### src/rtl/int_rs_storage.sv
// Integer reservation-station entry array: dispatch into the lowest free entry, CDB wakeup,
// per-entry issue requests, 0-latency payload reads for the issue slots, and occupancy count.
module int_rs_storage #(
  parameter int unsigned INTRS_DEPTH     = 8,
  parameter int unsigned INTRS_IDX       = 3,
  parameter int unsigned INT_ISSUE_WIDTH = 2,
  parameter int unsigned CDB_WIDTH       = 2,
  parameter int unsigned PRF_IDX         = 6,
  parameter int unsigned ROB_IDX         = 5,
  parameter int unsigned UOP_W           = 32
) (
  input  logic                       clk,
  input  logic                       rst_n,
  input  logic                       flush,
  input  logic                       dispatch_valid,
  output logic                       dispatch_ready,
  input  logic [UOP_W-1:0]           dispatch_uop,
  input  logic [PRF_IDX-1:0]         dispatch_rs1_phy,
  input  logic [PRF_IDX-1:0]         dispatch_rs2_phy,
  input  logic                       dispatch_rs1_rdy,
  input  logic                       dispatch_rs2_rdy,
  input  logic [PRF_IDX-1:0]         dispatch_rd_phy,
  input  logic [ROB_IDX-1:0]         dispatch_rob_id,
  input  logic [CDB_WIDTH-1:0]       cdb_valid,
  input  logic [PRF_IDX-1:0]         cdb_rd_phy    [CDB_WIDTH],
  output logic [INTRS_DEPTH-1:0]     rs_request,
  input  logic [INTRS_DEPTH-1:0]     rs_grant,
  input  logic [INT_ISSUE_WIDTH-1:0] fu_issue_en,
  input  logic [INTRS_IDX-1:0]       fu_issue_idx  [INT_ISSUE_WIDTH],
  output logic [UOP_W-1:0]           issue_uop     [INT_ISSUE_WIDTH],
  output logic [PRF_IDX-1:0]         issue_rs1_phy [INT_ISSUE_WIDTH],
  output logic [PRF_IDX-1:0]         issue_rs2_phy [INT_ISSUE_WIDTH],
  output logic [PRF_IDX-1:0]         issue_rd_phy  [INT_ISSUE_WIDTH],
  output logic [ROB_IDX-1:0]         issue_rob_id  [INT_ISSUE_WIDTH],
  output logic [INTRS_IDX:0]         rs_count
);

  logic [INTRS_DEPTH-1:0] valid_q, valid_d;
  logic [INTRS_DEPTH-1:0] rs1_rdy_q, rs1_rdy_d;
  logic [INTRS_DEPTH-1:0] rs2_rdy_q, rs2_rdy_d;
  logic [INTRS_IDX:0]     count_q, count_d;

  logic [UOP_W-1:0]   uop_q [INTRS_DEPTH];
  logic [PRF_IDX-1:0] rs1_q [INTRS_DEPTH];
  logic [PRF_IDX-1:0] rs2_q [INTRS_DEPTH];
  logic [PRF_IDX-1:0] rd_q  [INTRS_DEPTH];
  logic [ROB_IDX-1:0] rob_q [INTRS_DEPTH];

  logic [INTRS_IDX-1:0]   free_idx;
  logic [INTRS_DEPTH-1:0] hit1, hit2;
  logic                   disp_hit1, disp_hit2;
  logic                   accept;
  logic [INTRS_IDX:0]     grant_cnt;

  // Readiness looks only at registered occupancy, so a same-cycle grant never frees a slot.
  assign dispatch_ready = rst_n & ~(&valid_q);
  assign rs_request     = valid_q & rs1_rdy_q & rs2_rdy_q & {INTRS_DEPTH{rst_n}};
  assign accept         = dispatch_valid & dispatch_ready & ~flush;
  assign grant_cnt      = (INTRS_IDX + 1)'($countones(rs_grant & valid_q));
  assign rs_count       = count_q;

  always_comb begin
    free_idx = '0;
    for (int i = INTRS_DEPTH - 1; i >= 0; i--) begin
      if (!valid_q[i]) free_idx = INTRS_IDX'(i);
    end
  end

  always_comb begin
    hit1      = '0;
    hit2      = '0;
    disp_hit1 = 1'b0;
    disp_hit2 = 1'b0;
    for (int k = 0; k < CDB_WIDTH; k++) begin
      if (cdb_valid[k]) begin
        for (int i = 0; i < INTRS_DEPTH; i++) begin
          if (rs1_q[i] == cdb_rd_phy[k]) hit1[i] = 1'b1;
          if (rs2_q[i] == cdb_rd_phy[k]) hit2[i] = 1'b1;
        end
        if (dispatch_rs1_phy == cdb_rd_phy[k]) disp_hit1 = 1'b1;
        if (dispatch_rs2_phy == cdb_rd_phy[k]) disp_hit2 = 1'b1;
      end
    end
  end

  always_comb begin
    valid_d   = valid_q & ~rs_grant;
    rs1_rdy_d = rs1_rdy_q | hit1;
    rs2_rdy_d = rs2_rdy_q | hit2;
    count_d   = count_q + {{INTRS_IDX{1'b0}}, accept} - grant_cnt;
    if (accept) begin
      valid_d[free_idx]   = 1'b1;
      rs1_rdy_d[free_idx] = dispatch_rs1_rdy | disp_hit1;
      rs2_rdy_d[free_idx] = dispatch_rs2_rdy | disp_hit2;
    end
    if (flush) begin
      valid_d = '0;
      count_d = '0;
    end
  end

  always_ff @(posedge clk) begin
    if (!rst_n) begin
      valid_q   <= '0;
      rs1_rdy_q <= '0;
      rs2_rdy_q <= '0;
      count_q   <= '0;
    end else begin
      valid_q   <= valid_d;
      rs1_rdy_q <= rs1_rdy_d;
      rs2_rdy_q <= rs2_rdy_d;
      count_q   <= count_d;
    end
  end

  // Payload storage needs no reset: it is only observed while the entry is valid.
  always_ff @(posedge clk) begin
    if (accept) begin
      uop_q[free_idx] <= dispatch_uop;
      rs1_q[free_idx] <= dispatch_rs1_phy;
      rs2_q[free_idx] <= dispatch_rs2_phy;
      rd_q[free_idx]  <= dispatch_rd_phy;
      rob_q[free_idx] <= dispatch_rob_id;
    end
  end

  always_comb begin
    for (int s = 0; s < INT_ISSUE_WIDTH; s++) begin
      issue_uop[s]     = '0;
      issue_rs1_phy[s] = '0;
      issue_rs2_phy[s] = '0;
      issue_rd_phy[s]  = '0;
      issue_rob_id[s]  = '0;
      if (fu_issue_en[s]) begin
        issue_uop[s]     = uop_q[fu_issue_idx[s]];
        issue_rs1_phy[s] = rs1_q[fu_issue_idx[s]];
        issue_rs2_phy[s] = rs2_q[fu_issue_idx[s]];
        issue_rd_phy[s]  = rd_q[fu_issue_idx[s]];
        issue_rob_id[s]  = rob_q[fu_issue_idx[s]];
      end
    end
  end

endmodule

### config.mk
export PLATFORM = sky130hd
export DESIGN_NAME = int_rs_storage
export DESIGN_NICKNAME = d
export VERILOG_FILES = /design/src/rtl/int_rs_storage.sv
export SDC_FILE = /design/constraint.sdc
export NUM_CORES = 1
export LEC_CHECK = 0
export BUFFER_PORTS_ARGS = -buffer_cell sky130_fd_sc_hd__buf_2
export CORE_ASPECT_RATIO = 0.8
export CORE_MARGIN = 3
export CORE_UTILIZATION = 60
export DETAILED_ROUTE_END_ITERATION = 6
export GPL_TIMING_DRIVEN = 0
export HOLD_SLACK_MARGIN = 0.12
export PLACE_DENSITY = 0.8
export SLEW_MARGIN = 25
export SYNTH_ARGS = -nofsm -noshare
export SYNTH_HDL_FRONTEND = slang
export SYNTH_SLANG_ARGS = --single-unit
### constraint.sdc
create_clock -name clk -period 4.5 [get_ports clk]
set_input_delay 0.45 -clock clk [delete_from_list [all_inputs] [get_ports clk]]
set_output_delay 0.45 -clock clk [all_outputs]
set_load 0.005 [all_outputs]
==> impl.org <==
** CTS
- Clock-pin slew was measured on the worst setup and hold paths at 0.06 ns.
- Post-CTS repair changed the size of 0 cells.
- Depth of the CTS H-tree :: 2
- Hold repair after CTS inserted 0 buffers.
- TritonCTS built the clock tree.
- Clock sink count :: 468
- Worst-skew pair later-pin latency :: 0.57 ns
- Clock buffers created by TritonCTS :: 46
- Setup repair bufs after CTS :: 0
- No sink is reached through more buffers than the 3 on the longest clock path.
- The root buffer cell chosen for the clock tree is clkbuf_16.

** Run status
- Run status :: complete, no violations

** Global routing
- Summed over all layers, the global routing overflow is 0.
- Antenna violations before repair :: 10
- Largest net degree at the start of global routing :: 33
- The first global-routing pass estimated 97400 µm of wire.
- Overall routing resource usage :: 0.306
- Via count of the first global-routing pass :: 15400

** Finish
- Layout Cells excl Fill :: 2285
- Final Net Count :: 1813
- Synth-to-layout area growth :: 15.6%
- Share of cells above drive strength 1 :: 0.337

** Worst setup path
- Along the worst path, the maximum fanout reaches 9.
- For the worst setup path, the data arrival time is 3.91 ns.
- Worst path required time :: 4.94 ns
- Worst r2r path cells :: 13
- Crit start category :: flop
- Kind of end point of the critical path :: flop
- R2R Setup Slk :: 1.03 ns
- Capturing point of the worst reg2reg path :: rs_count[3]
- R2R Path Start :: valid_q[0]
- The setup path with the least slack is of type flop to flop.

** Synth
- Mapped Cells :: 1439
- The synthesized design contains 440 enable-type register cells.
- By area the synthesized netlist is led by edfxtp_1 (54%), mux4_2 (20%), mux2i_1 (4.5%).
- The most common cell in the synthesized netlist is edfxtp_1.
- Post-synthesis async set-or-reset flop share :: 0
- The share of synthesized area in the top cell type comes to 0.541.
- Biggest area consumer among synthesized cells :: edfxtp_1
- Post-Syn Area :: 24400 µm²
- Total of flip-flops plus latches after synthesis :: 468
- Top FF cell, synth :: edfxtp_1
- Count of yosys warnings during synthesis :: 0
- Avg Cell Area, Syn :: 17.0 µm²
- The share of the Yosys chip area taken by registers is 0.564.
- Count of different cell masters after synthesis :: 39
- Counting every net in the synthesized netlist gives 1543.
- Cell types with the highest counts after synthesis :: edfxtp_1 (440), mux4_2 (220), xor2_1 (116)

** Floorplanning
- After floorplanning, the core was divided into 65 placement rows.
- DIE WIDTH :: 232 µm
- The total area inside the core boundary comes to 39800 µm².
- For this configuration, the core starts out at a cell density of 0.614.
- Die area :: 43200 µm²
- 214 I/O pins were placed.
- Overall die height :: 186 µm

** Route
- Final wirelength :: 65300 µm
- For this run, design rule violations remaining after detail routing come to 0.
- ANT nets after route :: 0
- The detailed router finished its first iteration with 1836 violations.
- The pre-antenna-repair detailed-routing pass consisted of 5 iterations.
- Detail-routed via count per cell :: 6.53
- After detailed routing, the average wire length per cell comes to 28.6 µm.
- For this block, the via count after detailed routing is 14900.

** Timing
- RSZ-0062 raised after global routing :: no
- Dividing the final minimum period by the clock period gives 0.771.
- Setup violations remaining at the end of the flow were counted as 0.
- After layout, the minimum clock period comes to 3.47 ns.
- Measured against its own limit, the worst slew margin works out to 0.297.
- Worst-Margin Slew :: 1.05 ns
- The count of final hold-check violations was 0.
- Clock skew on the completed layout was measured at 0.0130 ns.
- Fmax :: 288 MHz
- The count of pins over their slew limit was 0.

** Pwr
- The internal portion of the total power is 7.51 mW.
- For this design the total switching power over the nets is 2.17 mW.
- For this design the static power due to leakage is 9.90 nW.
- Proportion of power drawn by the clock network :: 0.404
- Dividing total power by cell area gives a power density of 343 nW/µm².
- IR analysis of the VDD net gives a maximum drop of 343 µV.
- Switching share of total power :: 0.224
- Of the total power, combinational logic draws 0.100.
- The share of total power dissipated in sequential elements is 0.496.
- Summing internal, switching and leakage power gives 9.67 mW.

** Job
- Max-cap viol count :: 0

** Placed design
- Port buffer count :: 191
- Inst Count DP :: 2197
- Routability congestion estimate :: 0.969
- Detailed Place HPWL :: 45400 µm

** Hold path
- The tightest min-delay check is of the input port to flop type.
- In this run the most critical hold path is launched from dispatch_uop[22].
- Along the worst hold path, the cell count comes to 1.
- End point of the most critical hold path :: uop_q[0][22]
## per-layer routing
metal  part of all wire  GRT usage  vias to the layer above  routed length [µm]
li1                   -          -                     6304                   -
met1               0.39      0.437                     7615               25500
met2               0.48      0.482                      852               31000
met3               0.10     0.0664                      133                6770
met4              0.029     0.0953                       14                1910
met5             0.0016          0                        -                 103
## state kept, by name, indices dropped and copies added (netlist names)
register / count
rd_q: 48
rob_q: 40
valid_q: 8
rs2_q: 48
rs1_rdy_q: 8
rs1_q: 48
uop_q: 256
rs_count: 4
rs2_rdy_q: 8
## cell type report
type | instances | area, µm²
diodes | 3 | 7.51
plain buffers | 104 | 574
clock buffers | 57 | 1230
clock inverters | 28 | 292
fillers | 2529 | 11600
inverters | 19 | 71.3
multi-input cells | 848 | 10000
flip-flops and latches | 468 | 13800
well taps | 536 | 671
repair buffers | 222 | 1550
## kinds of logic (layout without fill, tap and decap cells)
family,count (synthesis),count (layout),share of synthesized area
other,0,3,0
adder cells (fa/ha/maj),13,13,0.00851
flip-flops,468,468,0.564
buffers and inverters,123,430,0.0262
multiplexers,330,330,0.248
XOR/XNOR,219,219,0.0786
AND/OR/NAND/NOR,243,243,0.0621
AO/OA/AOI/OAI,43,43,0.0124
## how the worst max path moves through the flow
stage / startpoint / to / slack, ns / depth (start not counted)
3_5_place_dp: rs_grant[0] / rs_count[3] / 0.91 / 14
6_report: valid_q[0] / rs_count[3] / 1.03 / 13
3_3_place_gp: flush / rs1_rdy_q[1] / -1.94 / 6
4_1_cts: valid_q[0] / rs_count[3] / 1.01 / 13
5_1_grt: valid_q[0] / rs_count[3] / 0.88 / 13
2_1_floorplan: flush / rs1_rdy_q[1] / 0.75 / 5
## critical path, stage by stage, from the launching register on
cell	delay, ns
dfxtp_1	0.41
and2_1	0.22
fa_1	0.43
fa_1	0.51
inv_1	0.05
fa_1	0.42
inv_1	0.08
fa_1	0.41
inv_1	0.06
ha_1	0.22
ha_1	0.19
xnor2_1	0.17
xnor2_1	0.13
nor2_1	0.05
## cells in the final DEF (no fill, tap or decap), types with 32 or more instances in the layout
cell and n:
edfxtp_1 440, xor2_1 116, nor4_1 34, nand4_1 32, mux4_2 220, buf_2 221
clkbuf_16 47, mux2i_1 110, buf_4 38, xnor2_1 103, nor2b_1 113
## power by group through the flow
stage	Sequential [mW]	Clock, mW	Combinational (mW)
floorplan	4.89	0	0.608
detailed placement	4.89	0	0.955
CTS	4.80	3.95	0.961
global route	4.80	4.14	1.03
global placement	4.89	0	0.927
finish	4.80	3.91	0.966
## through the flow
stage / hold WS [ns] / cell area [µm²] / TNS [ns] / setup slack (ns) / util
after floorplan: 0.471 / 24400 / 0 / 0.746 / -
after global placement: 0.486 / 26000 / -324.97 / -1.94 / 0.655
after detailed placement: 0.528 / 26700 / 0 / 0.909 / 0.671
after CTS: 0.123 / 28200 / 0 / 1.01 / 0.709
after global routing: 0.144 / 28200 / 0 / 0.879 / 0.709
final: 0.147 / 28200 / 0 / 1.03 / 0.709
No activity file was read; power rests on OpenSTA's default activity.
